## config.mk

```make
export PLATFORM = sky130hd
export DESIGN_NAME = clk_div_prog
export DESIGN_NICKNAME = d
export VERILOG_FILES = /design/src/rtl/clk_div_prog_pkg.sv /design/src/rtl/clk_div_chan.sv /design/src/rtl/clk_div_prog.sv
export SDC_FILE = /design/constraint.sdc
export NUM_CORES = 1
export LEC_CHECK = 0
export ABC_AREA = 1
export CAP_MARGIN = 40
export CORE_MARGIN = 10
export CORE_UTILIZATION = 45
export CTS_CLUSTER_DIAMETER = 120
export DETAILED_ROUTE_END_ITERATION = 7
export PLACE_DENSITY = 0.74
export SKIP_CTS_REPAIR_TIMING = 1
export SLEW_MARGIN = 20
export SYNTH_ARGS = -nofsm -noshare
export SYNTH_HDL_FRONTEND = slang
export SYNTH_SLANG_ARGS = --single-unit
```

## constraint.sdc

```tcl
create_clock -name clk -period 5.4 [get_ports clk]
set_input_delay 1.08 -clock clk [delete_from_list [all_inputs] [get_ports clk]]
set_output_delay 1.08 -clock clk [all_outputs]
set_load 0.05 [all_outputs]
```

## src/rtl/clk_div_prog_pkg.sv

```systemverilog
// Shared defaults and the game's standard half-period constants for the
// programmable clock divider.
package clk_div_prog_pkg;

    localparam int unsigned CNT_W_STD    = 32'd16;
    localparam int unsigned N_CH_STD     = 32'd2;
    localparam int unsigned CH_W_STD     = 32'd1;
    localparam int unsigned DEF_HALF_STD = 32'd5;

    // Standard HALF values used by the game (period = 2*HALF clocks)
    localparam int unsigned HALF_RNG     = 32'd1;
    localparam int unsigned HALF_FRAME   = 32'd25000;
    localparam int unsigned HALF_BLINK   = 32'd12500;

endpackage

```

## src/rtl/clk_div_chan.sv

```systemverilog
// One divider channel: counter, active/shadow half-period, pending flag,
// divided clock, toggle tick and load acknowledge.
module clk_div_chan
    import clk_div_prog_pkg::*;
#(
    parameter int unsigned      CNT_W    = CNT_W_STD,
    parameter logic [CNT_W-1:0] DEF_HALF = CNT_W'(DEF_HALF_STD)
) (
    input  logic             clk,
    input  logic             rst,
    input  logic             en,
    input  logic             sync,
    input  logic             wr,
    input  logic [CNT_W-1:0] wr_half,
    output logic             clk_out,
    output logic             tick,
    output logic             ack,
    output logic             pend
);

    logic [CNT_W-1:0] cnt_r;
    logic [CNT_W-1:0] half_r;
    logic [CNT_W-1:0] shadow_r;
    logic             pend_r;
    logic             clk_out_r;
    logic             tick_r;
    logic             ack_r;
    logic             stopped_s;
    logic             last_s;

    // Terminal-count detect; >= keeps the channel safe even if cnt ever exceeds half-1
    always_comb begin
        stopped_s = (half_r == {CNT_W{1'b0}});
        if (stopped_s) begin
            last_s = 1'b0;
        end else begin
            last_s = (cnt_r >= (half_r - {{(CNT_W-1){1'b0}}, 1'b1}));
        end
    end

    // Channel state: sync beats toggle/en; new HALF only ever lands with cnt=0
    always_ff @(posedge clk or negedge rst) begin
        if (!rst) begin
            cnt_r     <= {CNT_W{1'b0}};
            half_r    <= DEF_HALF;
            shadow_r  <= DEF_HALF;
            pend_r    <= 1'b0;
            clk_out_r <= 1'b0;
            tick_r    <= 1'b0;
            ack_r     <= 1'b0;
        end else begin
            tick_r <= 1'b0;
            ack_r  <= 1'b0;
            if (sync) begin
                cnt_r     <= {CNT_W{1'b0}};
                clk_out_r <= 1'b0;
                if (wr) begin
                    shadow_r <= wr_half;
                    half_r   <= wr_half;
                    pend_r   <= 1'b0;
                    ack_r    <= 1'b1;
                end else if (pend_r) begin
                    half_r <= shadow_r;
                    pend_r <= 1'b0;
                    ack_r  <= 1'b1;
                end else begin
                    pend_r <= 1'b0;
                end
            end else begin
                if (wr) begin
                    shadow_r <= wr_half;
                end else begin
                    shadow_r <= shadow_r;
                end
                if (stopped_s) begin
                    if (pend_r) begin
                        half_r <= shadow_r;
                        cnt_r  <= {CNT_W{1'b0}};
                        ack_r  <= 1'b1;
                    end else begin
                        half_r <= half_r;
                    end
                    pend_r <= wr;
                end else if (en && last_s) begin
                    cnt_r     <= {CNT_W{1'b0}};
                    clk_out_r <= ~clk_out_r;
                    tick_r    <= 1'b1;
                    if (pend_r) begin
                        half_r <= shadow_r;
                        ack_r  <= 1'b1;
                    end else begin
                        half_r <= half_r;
                    end
                    pend_r <= wr;
                end else begin
                    if (en) begin
                        cnt_r <= cnt_r + {{(CNT_W-1){1'b0}}, 1'b1};
                    end else begin
                        cnt_r <= cnt_r;
                    end
                    pend_r <= pend_r | wr;
                end
            end
        end
    end

    assign clk_out = clk_out_r;
    assign tick    = tick_r;
    assign ack     = ack_r;
    assign pend    = pend_r;

endmodule

```

## src/rtl/clk_div_prog.sv

```systemverilog
// Multi-channel runtime-programmable clock divider; decodes the shared load
// bus into per-channel writes and replicates the channel N_CH times.
module clk_div_prog
    import clk_div_prog_pkg::*;
#(
    parameter int unsigned      CNT_W    = CNT_W_STD,
    parameter int unsigned      N_CH     = N_CH_STD,
    parameter logic [CNT_W-1:0] DEF_HALF = CNT_W'(DEF_HALF_STD),
    parameter int unsigned      CH_W     = CH_W_STD
) (
    input  logic             clk,
    input  logic             rst,
    input  logic             en,
    input  logic             sync,
    input  logic             ld,
    input  logic [CH_W-1:0]  ld_ch,
    input  logic [CNT_W-1:0] ld_half,
    output logic [N_CH-1:0]  ld_ack,
    output logic [N_CH-1:0]  pend,
    output logic [N_CH-1:0]  clk_out,
    output logic [N_CH-1:0]  tick
);

    logic [N_CH-1:0] wr_s;

    // Channel numbers outside 0..N_CH-1 never match, so such loads are dropped
    for (genvar i = 0; i < N_CH; i++) begin : g_ch
        assign wr_s[i] = ld && (ld_ch == CH_W'(i));

        clk_div_chan #(
            .CNT_W    (CNT_W),
            .DEF_HALF (DEF_HALF)
        ) u_chan (
            .clk      (clk),
            .rst      (rst),
            .en       (en),
            .sync     (sync),
            .wr       (wr_s[i]),
            .wr_half  (ld_half),
            .clk_out  (clk_out[i]),
            .tick     (tick[i]),
            .ack      (ld_ack[i]),
            .pend     (pend[i])
        );
    end

endmodule

```

* Word level (Yosys, flattened, before mapping)
Cells that the tools add are included.
** Cells by class
- Eq/ne operators :: 4
- Mux-type cells :: 50
- Magnitude comparators :: 2
- Reduce and logical (&&, ||, !) cells :: 16
- Bitwise gates (word level) :: 5
- $add $sub $neg :: 4
** Operators by type and width (count)
- 16-bit two-way mux :: 20
- 16-bit by 1-bit adder with 16-bit output (second input constant) :: 2
- 16-bit >= comparator :: 2
- 16-bit logical NOT :: 2
- 16-bit by 1-bit subtractor with 16-bit output (second input constant) :: 2
- 1-bit two-way mux :: 30
- 2-bit AND reduction :: 4
- 4-bit nonzero test :: 2
- 3-bit by 2-bit != test with 1-bit output (second input constant) :: 2
- 3-bit nonzero test :: 2
- 1-bit logical AND :: 4
- 2-bit != test (second input constant) :: 2
- 2-bit nonzero test :: 2
- 1-bit NOT :: 3
- 1-bit OR :: 2
** Storage, ports and cells
- Output and inout bits :: 8
- Register bits :: 104
- Word-level logic and storage cells :: 95
- Input bits :: 22

* Depth between registers and ports, before layout
Gate-level depths: netlist of run 1.
- Word-level depth :: 7
- Gate-level depth with buffers :: 23
- Mapped depth without buffers :: 22

* Cells and area by module
Synthesis of run 1 repeated with hierarchy kept, for this count alone.
** Second synthesis, totals
- Cell total of the unflattened synthesis :: 987
- Area total of the unflattened synthesis :: 7104.3 sq um
** Modules (own cells, without submodules)
- clk_div_chan at g_ch[0].u_chan :: seq. area each 1306.3 sq um, cells an instance 491, area each 3575.9 sq um, times used 1
- clk_div_chan at g_ch[1].u_chan :: seq. area each 1306.3 sq um, cells an instance 492, area each 3510.9 sq um, times used 1
- clk_div_prog :: seq. area each 0.0 sq um, cells an instance 4, area each 17.5 sq um, times used 1

* Worst setup path before layout of run 1
Ideal clock, no wire load.
- Path kind :: reg-to-reg
- Start point :: register g_ch[0].u_chan.half_r[0]
- End point :: register g_ch[0].u_chan.cnt_r[11]
- Data arrival time :: 2.761 ns
- Path slack :: 2.518 ns
- Library setup time :: 0.121 ns
- Path buffers :: 1
- Stages on the path, launching flop included :: 24
- Clock period less this slack :: 2.882 ns
- Required time :: 5.279 ns
- Path through :: dfstp_2 inv_1 ha_1 nand2_2 nor3_1 nand2_1 nor2_1 nand2_1 nor3_1 xor2_1 inv_1 ha_1 nand4_1 nor2_1 o21ai_0 inv_1 nand2_1 nand2_1 nand2_4 nand3_4 nand2_1 inv_1 buf_6 nor2_1
** Between the ends
- Cells in the longest elaborated chain, start to end :: 7
- Elaborated cells between the ends (all ways) :: 11
- Classes of those cells :: 1 x add/sub; 1 x order compare; 1 x eq/ne; 4 x mux; 4 x reduce/logical
** RTL lines
- from (decl) :: line clk_div_chan.sv:22 : logic [CNT_W-1:0] half_r;
- from (signal assigned) :: line clk_div_chan.sv:59 : half_r <= wr_half;
- from (signal assigned) :: line clk_div_chan.sv:63 : half_r <= shadow_r;
- from (signal assigned) :: line clk_div_chan.sv:77 : half_r <= shadow_r;
- 16-bit by 1-bit subtractor with 16-bit output :: line clk_div_chan.sv:37 : last_s = (cnt_r >= (half_r - {{(CNT_W-1){1'b0}}, 1'b1}));
- 16-bit >= comparator :: line clk_div_chan.sv:37
- 1-bit two-way mux :: line clk_div_chan.sv:34 : if (stopped_s) begin
- 1-bit logical AND :: line clk_div_chan.sv:84 : end else if (en && last_s) begin
- 16-bit two-way mux :: line clk_div_chan.sv:84
- 16-bit two-way mux :: line clk_div_chan.sv:75 : if (stopped_s) begin
- 16-bit two-way mux :: line clk_div_chan.sv:54 : if (sync) begin
- to (signal assigned) :: line clk_div_chan.sv:55 : cnt_r <= {CNT_W{1'b0}};
- to (signal assigned) :: line clk_div_chan.sv:78 : cnt_r <= {CNT_W{1'b0}};
- to (signal assigned) :: line clk_div_chan.sv:85 : cnt_r <= {CNT_W{1'b0}};
- to (decl) :: line clk_div_chan.sv:21 : logic [CNT_W-1:0] cnt_r;
Parallel ways exist; a longest one is shown, timed or not.
A chain may end at the register's enable or synchronous reset.

* Final worst setup path of run 1
- Start point :: register g_ch[1].u_chan.half_r[0]
- End point :: register g_ch[1].u_chan.cnt_r[10]
** Between the ends
- Cells in the longest elaborated chain, start to end :: 7
- Elaborated cells between the ends (all ways) :: 11
- Classes of those cells :: 1 x add/sub; 1 x order compare; 1 x eq/ne; 4 x mux; 4 x reduce/logical
** RTL lines (line)
- from (decl) :: clk_div_chan.sv:22
- from (signal assigned) :: clk_div_chan.sv:59
- from (signal assigned) :: clk_div_chan.sv:63
- from (signal assigned) :: clk_div_chan.sv:77
- 16-bit by 1-bit subtractor with 16-bit output :: clk_div_chan.sv:37
- 16-bit >= comparator :: clk_div_chan.sv:37
- 1-bit two-way mux :: clk_div_chan.sv:34
- 1-bit logical AND :: clk_div_chan.sv:84
- 16-bit two-way mux :: clk_div_chan.sv:84
- 16-bit two-way mux :: clk_div_chan.sv:75
- 16-bit two-way mux :: clk_div_chan.sv:54
- to (signal assigned) :: clk_div_chan.sv:55
- to (signal assigned) :: clk_div_chan.sv:78
- to (signal assigned) :: clk_div_chan.sv:85
- to (decl) :: clk_div_chan.sv:21
Parallel ways exist; a longest one is shown, timed or not.

==> results.md, run 1 <==
* Peak VDD IR at 0.183 mV
* Clk slew on worst S/H paths at 0.07 ns
* Crit path capture type: flop
* Worst-Skew Late Latency at 0.35 ns
* TritonRoute pass-1 iters at 5
* Worst Skew at 0.00426 ns
* Num CTS Buffers at 9
* Met1 Use GR at 20.8%
* Via Count at 5497
* Row count at 44
* DRT iter0 DRCs at 409
* CP top delay family: simple AND/OR/NAND/NOR gates
* Area occupied by multi-input gates at 3390 um2
* Core area at 14500 um2
* CP Max Fanout at 35
* Max-slew violations at 0
* Pin count of the biggest net entering global routing at 63
* Die Area at 20100 um2
* CP Launch Type: flop
* Status: completed
* Synth warn at 0
* Die Span X at 142 um
* Area added between synthesis and finish at 9.97%
* ANT cells at 0
* Met3 Use GR at 2.17%
* FF+latch count, synth at 104
* Average wire per standard cell at 13.8 um
* Fill cell count at 1423
* Hold Slack at 0.482 ns
* Slowest library cell on the worst path: dfstp_2
* CP max stage delay at 0.36 ns
* Final period util at 62.4%
* Leakage at 3.48 nW
* Final hold vios at 0
* Port Buffer Count at 29
* CP most frequent cell: nand3_1
* Initial Util at 45.9%
* H-tree Lvls at 3
* Cell variety after synth at 38
* CTS sink cnt at 104
* Post-synthesis sequential area ratio at 39.1%
* Commonest non-fill, non-tap cells in the layout: nand2_1, inv_1, dfrtp_1
* Setup TNS at 0 ns
* Layout cells sized above 1 at 6.97%
* Routability Congestion at 0.805
* Unrepaired setup endpoints after global routing: false
* Global-route wire length before repair at 25400 um
* Vias in the first global route at 5240
* Final count of negative-setup-slack endpoints at 0
* Post-Syn Instances at 874
* Max-cap viol count at 0
* Die H at 142 um
* Grt peak-use layer: met2
* Nets at 943
* Post-DP HPWL at 10800 um
* # DRC at 0
* Setup WS pre-CTS at 1.90 ns
* Drt via density at 5.12
* F_max at 297 MHz
* Gr usage total at 15.3%
* Max clock buf depth at 2
* Post-Synthesis Cell Area at 6680 um2
* Pwr Density at 301 nW/um2
* Tmin final at 3.37 ns
* Setup WS post-layout at 2.03 ns
* Antenna violations before repair at 0
* Tot Pwr at 2.21 mW
* Slew of the pin with the lowest slew margin at 0.792 ns
* Num ports at 30
* CTS tree: built
* Hold Crit Class: flop to flop
* WS Path Type: flop to flop
* Clock root buffer: clkbuf_16
* FF+latch area at 2610 um2
* Synthesized Nets at 932
* GRT Residual Overflow at 0
* Routed WL at 14800 um
* Worst EP required at 5.69 ns
* Post-Syn Area per Cell at 7.64 um2
* Commonest non-fill, non-tap cell in the layout: nand2_1
* Slew Limit Headroom at 47.1%
* Antenna Nets Post-Route at 0
* Data arrival, critical path at 3.66 ns
* Crit-path cells: inv_1 -> nand3_1 -> nor3_2 -> nand3_1 -> nor3_2 -> nand3_1 -> xor2_1 -> inv_1 -> ha_1 -> a21oi_1 -> o21ai_0 -> nor2_1 -> nand2_1 -> nand2_4 -> nand3_4 -> nand2_1 -> inv_2 -> nor2_1
* Buf/Inv on CP at 3
* GRT met2 Usage at 23.9%
## routing by layer
metal  routed length [um]  vias up  part of all wire (%)
met5                    0        -                     0
met4                  328        0                   2.2
met3                  451       19                   3.0
met2                 6670       86                    45
met1                 7370     2555                    50
li1                     -     2837                     -
## worst reg2reg max path, delay by kind of cell, from the launching register on
kind,cells,cell delay (ns)
xor+xnor,1,0.16
simple gates,11,1.92
flops,1,0.36
buf+inv,3,0.31
compound gates,2,0.24
fa+ha+maj,1,0.30
## area by class of cell
type	instances	area share (%)
multi-input combinational	617	46.2
sequential	104	35.6
inverter	118	6.10
timing repair buffer	35	4.91
clock buffer	11	3.17
tap	184	3.14
clock inverter	5	0.886
## flip-flops by register name, summed over array words and instances, names as in the netlist
register              flops
g_ch.u_chan.tick          2
g_ch.u_chan.ack           2
g_ch.u_chan.pend          2
g_ch.u_chan.cnt_r        32
g_ch.u_chan.shadow_r     32
g_ch.u_chan.clk_out       2
g_ch.u_chan.half_r       32
## through the flow
step,instances,instance area (um2),util [%]
global route,1074,7340,50.5
detailed placement,1057,7020,48.3
floorplan,874,6680,-
CTS,1073,7310,50.3
global placement,1056,7000,48.2
finish,1074,7340,50.5
## cell usage after synthesis (all sizes together)
cell type / number / area, um2
a211oi: 2 / 15.0
a21oi: 18 / 90.1
a31oi: 11 / 68.8
buf: 23 / 178
clkbuf: 12 / 45.0
clkinv: 1 / 3.75
dfrtp: 96 / 2400
dfstp: 8 / 210
ha: 36 / 450
inv: 117 / 444
nand2: 218 / 853
nand3: 25 / 165
nand4: 16 / 100
nor2: 102 / 425
nor3: 19 / 115
nor4: 2 / 18.8
o211ai: 21 / 158
o21a: 1 / 7.51
o21ai: 88 / 440
o21bai: 10 / 75.1
o22ai: 2 / 12.5
or2: 2 / 12.5
xnor2: 7 / 61.3
xor2: 37 / 324
## path summary, 6_finish.rpt
path                            depth (start not counted)                                      end  slack (ns)                                    start
worst min register to register                          2  g_ch[1].u_chan.shadow_r[10]$_DFFE_PN0P_        0.48  g_ch[1].u_chan.shadow_r[10]$_DFFE_PN0P_
worst max-delay path                                   18     g_ch[1].u_chan.cnt_r[10]$_DFFE_PN0P_        2.03     g_ch[1].u_chan.half_r[0]$_DFFE_PN1P_
max in group asynchronous                               2     g_ch[0].u_chan.half_r[0]$_DFFE_PN1P_        4.08                                      rst
worst min-delay path                                    2  g_ch[1].u_chan.shadow_r[10]$_DFFE_PN0P_        0.48  g_ch[1].u_chan.shadow_r[10]$_DFFE_PN0P_
min in group asynchronous                               1      g_ch[0].u_chan.cnt_r[0]$_DFFE_PN0P_        0.55                                      rst
worst max register to register                         18     g_ch[1].u_chan.cnt_r[10]$_DFFE_PN0P_        2.03     g_ch[1].u_chan.half_r[0]$_DFFE_PN1P_
## power breakdown
part	switching [mW]	leakage [nW]	internal (mW)
sequential	0.0862	1.33	0.871
combinational	0.352	2.01	0.226
clock	0.312	0.138	0.365
total	0.750	3.48	1.46
## cell families after synthesis
family | share of synthesized area [%]
AOI/OAI and AO/OA | 13.0
buffers and inverters | 10.0
adders and majority gates | 6.75
DFF | 39.1
xor gates and xnor gates | 5.77
and+or+nand+nor | 25.3
Power figures use the tool's default switching activity.
==> inputs of run 2 (changes only) <==
Clock period 5.4 ns to 3.45 ns, I/O delays scaled along.
==> run 2 against run 1 <==
  * Clock skew is 0.0063 ns higher
  * Power is 55% higher
  * Critical endpoint is now g_ch[1].u_chan.cnt_r[15]$_DFFE_PN0P_
  * Design area is 1.2% higher
  * Critical path type unchanged
  * Core utilization is 0.60 points higher
  * Final cell count is 0.56% higher
  * First-iteration DRC count is 5.6% lower
  * Sequential power is 57% higher
  * Clock power is 49% higher
  * Fmax is 7.4% higher
==> results.md, run 2 (synthesized netlist as in run 1, its figures left out) <==
* Status: completed
* Clock root buffer: clkbuf_16
* H-tree Lvls at 3 (unchanged)
* Int Pwr at 2.25 mW (+54%)
* Util after Layout at 51.1% (+0.60 points)
* Average wire per standard cell at 14.0 um (+1.3%)
* Row count at 44 (unchanged)
* CTS sink cnt at 104 (unchanged)
* TritonRoute pass-1 iters at 5 (unchanged)
* Setup TNS at 0 ns (unchanged)
* Data arrival, critical path at 3.38 ns (-0.28 ns)
* Max clock buf depth at 2 (unchanged)
* Clk slew on worst S/H paths at 0.07 ns (about the same)
* Core area at 14500 um2 (unchanged)
* CP Max Fanout at 14 (-60%)
* Commonest non-fill, non-tap cells in the layout: nand2_1, inv_1, dfrtp_1
* F_max at 319 MHz (+7.4%)
* Commonest non-fill, non-tap cell in the layout: nand2_1
* Biggest regs: g_ch.u_chan.cnt_r: 32 flops, g_ch.u_chan.half_r: 32 flops, g_ch.u_chan.shadow_r: 32 flops
* Gr usage total at 15.3% (+0.086 points)
* Die Span X at 142 um (unchanged)
* # DRC at 0 (unchanged)
* Num CTS Buffers at 9 (unchanged)
* Global-route wire length before repair at 25600 um (+0.49%)
* Tot Pwr at 3.44 mW (+55%)
* Post-DP HPWL at 11000 um (+1.9%)
* Worst-Skew Late Latency at 0.36 ns (about the same)
* Nets at 949 (+0.64%)
* GRT Residual Overflow at 0 (unchanged)
* Combinational power share at 27.2% (+1.1 points)
* ANT cells at 0 (unchanged)
* Slew Limit Headroom at 54.1% (+6.9 points)
* Final count of negative-setup-slack endpoints at 0 (unchanged)
* Clock network power share at 29.3% (-1.3 points)
* Slew of the pin with the lowest slew margin at 0.689 ns (-0.103 ns)
* Max-cap viol count at 0 (unchanged)
* Port Buffer Count at 29 (unchanged)
* WS Path Type: flop to flop
* Final period util at 90.9% (+28 points)
* Peak VDD IR at 0.288 mV (+58%)
* Sw frac at 34.6% (+0.70 points)
* Worst Skew at 0.0105 ns (+0.00627 ns)
* Drt via density at 5.18 (+1.2%)
* Via Count at 5593 (+1.7%)
* Pwr Density at 463 nW/um2 (+54%)
* Die Area at 20100 um2 (unchanged)
* Layout cells sized above 1 at 8.71% (+1.7 points)
* Antenna violations before repair at 0 (unchanged)
* Routed WL at 15100 um (+1.9%)
* DRT iter0 DRCs at 386 (-5.6%)
* CTS tree: built
* Worst EP required at 3.69 ns (-2.00 ns)
* Leakage at 3.51 nW (+0.70%)
* Max-slew violations at 0 (unchanged)
* Hold Crit Class: primary input to asynchronous set/reset pin
* CP Launch Type: flop
* Num ports at 30 (unchanged)
* Area added between synthesis and finish at 11.3%
* Initial Util at 45.9% (unchanged)
* Reg power frac at 43.5% (+0.2 points)
* Crit path capture type: flop
* Worst r2r path cells at 19 (+1)
* Pin count of the biggest net entering global routing at 54 (-14%)
* Tmin final at 3.13 ns (-0.233 ns)
* Die H at 142 um (unchanged)
* Routability Congestion at 0.844 (+4.9%)
* Vias in the first global route at 5200 (-0.76%)
* R2r setup slk at 0.32 ns (-1.72 ns)
* Antenna Nets Post-Route at 0 (unchanged)
* Final hold vios at 0 (unchanged)
* Switching power at 1.19 mW (+59%)
-- run 2: changes by cell type in the layout (fill, tap and decap cells not counted), moves of 2 or more --
| cell | previous run | this run |
|---|---|---|
| buf_12 | 0 | 2 |
| buf_4 | 5 | 9 |
| clkbuf_1 | 2 | 0 |
| clkinvlp_4 | 2 | 4 |
| nand3_1 | 20 | 18 |
| nand3_2 | 3 | 5 |
| nor2_1 | 95 | 93 |
| nor3_1 | 15 | 13 |
-- run 2: final timing paths --
kind,from,endpoint
setup / recovery,g_ch[1].u_chan.half_r[1]$_DFFE_PN0P_,g_ch[1].u_chan.cnt_r[15]$_DFFE_PN0P_
hold / removal,rst,g_ch[0].u_chan.cnt_r[5]$_DFFE_PN0P_
setup reg to reg,g_ch[1].u_chan.half_r[1]$_DFFE_PN0P_,g_ch[1].u_chan.cnt_r[15]$_DFFE_PN0P_
hold reg to reg,g_ch[1].u_chan.shadow_r[14]$_DFFE_PN0P_,g_ch[1].u_chan.shadow_r[14]$_DFFE_PN0P_
max in group asynchronous,rst,g_ch[0].u_chan.shadow_r[2]$_DFFE_PN1P_
min in group clk,g_ch[1].u_chan.shadow_r[14]$_DFFE_PN0P_,g_ch[1].u_chan.shadow_r[14]$_DFFE_PN0P_
-- run 2: power by group through the flow --
| stage | registers [mW] | logic [mW] | clock network, mW |
|---|---|---|---|
| global placement | 1.51 | 0.888 | 0 |
| floorplan | 1.47 | 0.712 | 0 |
| global route | 1.52 | 1.08 | 1.07 |
| detailed placement | 1.52 | 0.911 | 0 |
| CTS | 1.49 | 0.920 | 1.03 |
| finish | 1.50 | 0.936 | 1.01 |
-- run 2: metrics by stage --
step                      hold slack, ns  area [um2]  setup WS (ns)  cells
after floorplan                    0.394        6680          0.568    874
after CTS                          0.394        7360         0.0977   1077
after detailed placement           0.467        7070          0.137   1061
final                              0.358        7430          0.315   1080
after global routing               0.431        7430        -0.0136   1080
after global placement             0.464        7060          0.240   1060
-- run 2: layout make-up --
type | count | area (um2)
clock buffers | 10 | 239
clock inverters | 6 | 48.8
fillers | 1404 | 7100
inverters | 118 | 452
multi-input cells | 617 | 3440
flip-flops and latches | 104 | 2610
well taps | 184 | 230
repair buffers | 40 | 403
repair inverters | 1 | 7.51
-- run 2: metal layers --
layer  vias to the layer above  global-route usage, %  wire, um
met5                         -                      0         0
met4                         0                   4.68       228
met3                        15                   2.67       566
met2                        83                   23.9      6970
met1                      2650                   21.2      7320
li1                       2845                      -         -
-- run 2: critical path: stages, from the launching register on --
cell     delay [ns]
dfrtp_1        0.37
inv_1          0.13
ha_1           0.22
nand3_2        0.15
nor2_4         0.16
inv_1          0.07
nor4_1         0.23
nand2_1        0.11
xor2_1         0.16
inv_1          0.06
ha_1           0.29
nand4_1        0.12
nor3_1         0.15
nand2_1        0.08
nand2_1        0.10
nand2_4        0.10
nand3_4        0.17
nand2_1        0.09
inv_2          0.19
nor2_1         0.07
==> inputs of run 3 (changes only) <==
Settings changed: CELL_PAD_IN_SITES_DETAIL_PLACEMENT set to 0, CELL_PAD_IN_SITES_GLOBAL_PLACEMENT set to 1, PLACE_DENSITY 0.74 to 0.92, SYNTH_HIERARCHICAL set to 1.
==> run 3 against run 2 <==
  * Sequential power barely moved
  * Via count increased by 9.6%
  * Count of clock-buffer cells in the layout did not move
  * Power is 7.3% higher
  * Sequential share of layout area decreased by 2.0 points
  * Fmax shrank 1.6%
  * First-iteration DRC count increased by 44%
  * Combinational power up 9%
  * Non-clock buffer count increased by 7
  * Clock skew fell by 0.0044 ns
  * Final cell count grew 13%
  * Largest power group unchanged
  * Highest routed layer unchanged
==> results.md, run 3 <==
* Die H at 146 um (+2.7%)
* GRT Residual Overflow at 0 (unchanged)
* DRT iter0 DRCs at 555 (+44%)
* Area added between synthesis and finish at 11.0%
* Routability Congestion at 0.844 (about the same)
* Routed WL at 17200 um (+14%)
* Die Area at 21200 um2 (+5.5%)
* Die Span X at 146 um (+2.7%)
* Top FF cell, synth: dfrtp_1
* Post-Syn Area per Cell at 7.20 um2 (-5.8%)
* Setup TNS at 0 ns (unchanged)
* Most common cell in the synthesized netlist: nand2_1
* H-tree Lvls at 3 (unchanged)
* FFs w/ async S/R, synth at 100% (unchanged)
* Clock root buffer: clkbuf_16
* Final period util at 92.3% (+1.5 points)
* F_max at 314 MHz (-1.6%)
* Initial Util at 46.4% (+0.45 points)
* CP Launch Type: flop
* Most frequent cells after synthesis: nand2_1, inv_1, dfrtp_1, nor2_1, nand3_1
* Max clock buf depth at 2 (unchanged)
* Layout cells sized above 1 at 8.51% (-0.19 points)
* Gr usage total at 16.4% (+1.0 points)
* Reg2Reg Launch Point: g_ch[0].u_chan/half_r[0]$_DFFE_PN1P_
* CP Max Fanout at 25 (+11)
* Cell variety after synth at 40 (+5.3%)
* Nets at 1063 (+12%)
* Antenna Nets Post-Route at 0 (unchanged)
* Crit path capture type: flop
* TritonRoute pass-1 iters at 5 (unchanged)
* Post-Syn Instances at 987 (+13%)
* Biggest regs: g_ch.u_chan/cnt_r: 32 flops, g_ch.u_chan/half_r: 32 flops, g_ch.u_chan/shadow_r: 32 flops
* Worst Skew at 0.00611 ns (-0.00441 ns)
* Commonest non-fill, non-tap cell in the layout: nand2_1
* Synthesized Nets at 1045 (+12%)
* Pwr Density at 468 nW/um2 (+1.2%)
* Setup WS pre-CTS at 0.312 ns (+0.175 ns)
* RR Endpoint: g_ch[0].u_chan/cnt_r[9]$_DFFE_PN0P_
* Design Area, Final at 7880 um2 (+6.1%)
* Leakage at 3.92 nW (+12%)
* Global-route wire length before repair at 29100 um (+14%)
* Via Count at 6132 (+9.6%)
* Core area at 15300 um2 (+5.4%)
* CP Capture Point: g_ch[0].u_chan/cnt_r[9]$_DFFE_PN0P_
* ANT cells at 0 (unchanged)
* Yosys top cell area share at 33.8% (-2.2 points)
* Drt via density at 5.02 (-3.0%)
* Tmin final at 3.19 ns (+0.0505 ns)
* DP Area at 7560 um2 (+6.8%)
* Largest area contributor in the netlist: dfrtp_1
* Area contributors post-synth: dfrtp_1, nand2_1, inv_1
* Port Buffer Count at 29 (unchanged)
* CTS sink cnt at 104 (unchanged)
* Slew Limit Headroom at 52.0% (-2.1 points)
* Worst r2r path cells at 17 (-2)
* Synth warn at 6 (+6)
* Final count of negative-setup-slack endpoints at 0 (unchanged)
* Row count at 45 (+2.3%)
* Max-cap viol count at 0 (unchanged)
* Slew of the pin with the lowest slew margin at 0.720 ns (+0.0312 ns)
* Average wire per standard cell at 14.1 um (+0.61%)
* Area occupied by multi-input gates at 3740 um2 (+8.9%)
* Post-synthesis sequential area ratio at 36.8% (-2.4 points)
* R2r setup slk at 0.26 ns (-0.05 ns)
* Commonest non-fill, non-tap cells in the layout: nand2_1, inv_1, dfrtp_1
* CTS tree: built
* Hold Crit Class: primary input to asynchronous set/reset pin
* WS Path Type: flop to flop
* Worst EP required at 3.68 ns (about the same)
* Worst Setup SP: g_ch[0].u_chan/half_r[0]$_DFFE_PN1P_
* Status: completed
* Peak VDD IR at 0.296 mV (+2.7%)
* Post-DP HPWL at 12300 um (+12%)
* Data arrival, critical path at 3.41 ns (+0.03 ns)
* Clk slew on worst S/H paths at 0.07 ns (about the same)
* FF+latch area at 2610 um2 (unchanged)
* Num ports at 30 (unchanged)
* Num CTS Buffers at 9 (unchanged)
* Pin count of the biggest net entering global routing at 56 (+3.7%)
* Tot Pwr at 3.69 mW (+7.3%)
* # DRC at 0 (unchanged)
* Vias in the first global route at 5764 (+11%)
* Antenna violations before repair at 0 (unchanged)
* Fill cell count at 1594 (+14%)
* Unrepaired setup endpoints after global routing: false
* Post-Synthesis Cell Area at 7100 um2 (+6.4%)
* Hold Slack at 0.374 ns (+0.0160 ns)
* FF+latch count, synth at 104 (unchanged)
* Worst-Skew Late Latency at 0.36 ns (about the same)
* Max-slew violations at 0 (unchanged)
* Post-synth EDFFs at 0 (unchanged)
* Setup WS post-layout at 0.265 ns (-0.0505 ns)
* Final hold vios at 0 (unchanged)
[run 3: final cells by class]
type | instances | area share (%)
Clock inverter | 6 | 1.25
Timing Repair Buffer | 47 | 5.36
Tap cell | 211 | 3.35
Clock buffer | 10 | 2.90
Sequential cell | 104 | 33.1
Multi-Input combinational cell | 706 | 47.5
Inverter | 137 | 6.52
[run 3: how the worst min path moves through the flow]
stage	startpoint	to	slack, ns	cells after the start
floorplan	rst	g_ch[0].u_chan/ack$_DFF_PN0_	0.39	0
global placement	g_ch[1].u_chan/shadow_r[0]$_DFFE_PN1P_	g_ch[1].u_chan/shadow_r[0]$_DFFE_PN1P_	0.48	2
detailed placement	g_ch[1].u_chan/shadow_r[0]$_DFFE_PN1P_	g_ch[1].u_chan/shadow_r[0]$_DFFE_PN1P_	0.49	2
CTS	rst	g_ch[1].u_chan/shadow_r[6]$_DFFE_PN0P_	0.40	1
global route	rst	g_ch[1].u_chan/shadow_r[3]$_DFFE_PN0P_	0.42	1
finish	rst	g_ch[1].u_chan/shadow_r[6]$_DFFE_PN0P_	0.37	1
[run 3: stage by stage]
stage / utilization, % / instances
5_1_grt: 51.5 / 1221
6_report: 51.5 / 1221
4_1_cts: 51.5 / 1221
3_5_place_dp: 49.3 / 1205
3_3_place_gp: 49.3 / 1205
2_1_floorplan: - / 987
[run 3: power breakdown]
group	total (mW)	leakage (nW)	switching [mW]	internal, mW
Sequential	1.53	1.31	0.149	1.38
Combinational	1.02	2.46	0.630	0.388
Clock	1.15	0.157	0.499	0.649
Total	3.69	3.92	1.28	2.41
[run 3: metal layers]
metal	wire length, um	GRT usage [%]	part of all wire, %
met1	8700	23.6	51
met2	7700	24.7	45
met3	418	1.77	2.4
met4	342	5.86	2.0
met5	0	0	0
[run 3: critical path, stage by stage (launching register included)]
cell,delay [ns]
dfstp_2,0.39
inv_1,0.10
ha_1,0.24
nand2_2,0.11
nor3_1,0.31
nand2_1,0.14
nor2_1,0.13
xor2_1,0.16
inv_1,0.06
ha_1,0.26
nand2_1,0.07
nor3_1,0.23
nand2_1,0.08
nand2_1,0.10
nand2_4,0.19
nand2_2,0.12
buf_4,0.24
a21oi_1,0.09
[run 3: cell families after synthesis]
| group | Yosys count | synth area share, % |
|---|---|---|
| and+or+nand+nor | 484 | 29.7 |
| buffers and inverters | 177 | 10.5 |
| AOI/OAI and AO/OA | 150 | 11.9 |
| DFF | 104 | 36.8 |
| adders and majority gates | 36 | 6.34 |
| xor gates and xnor gates | 28 | 3.45 |
| muxes | 8 | 1.25 |
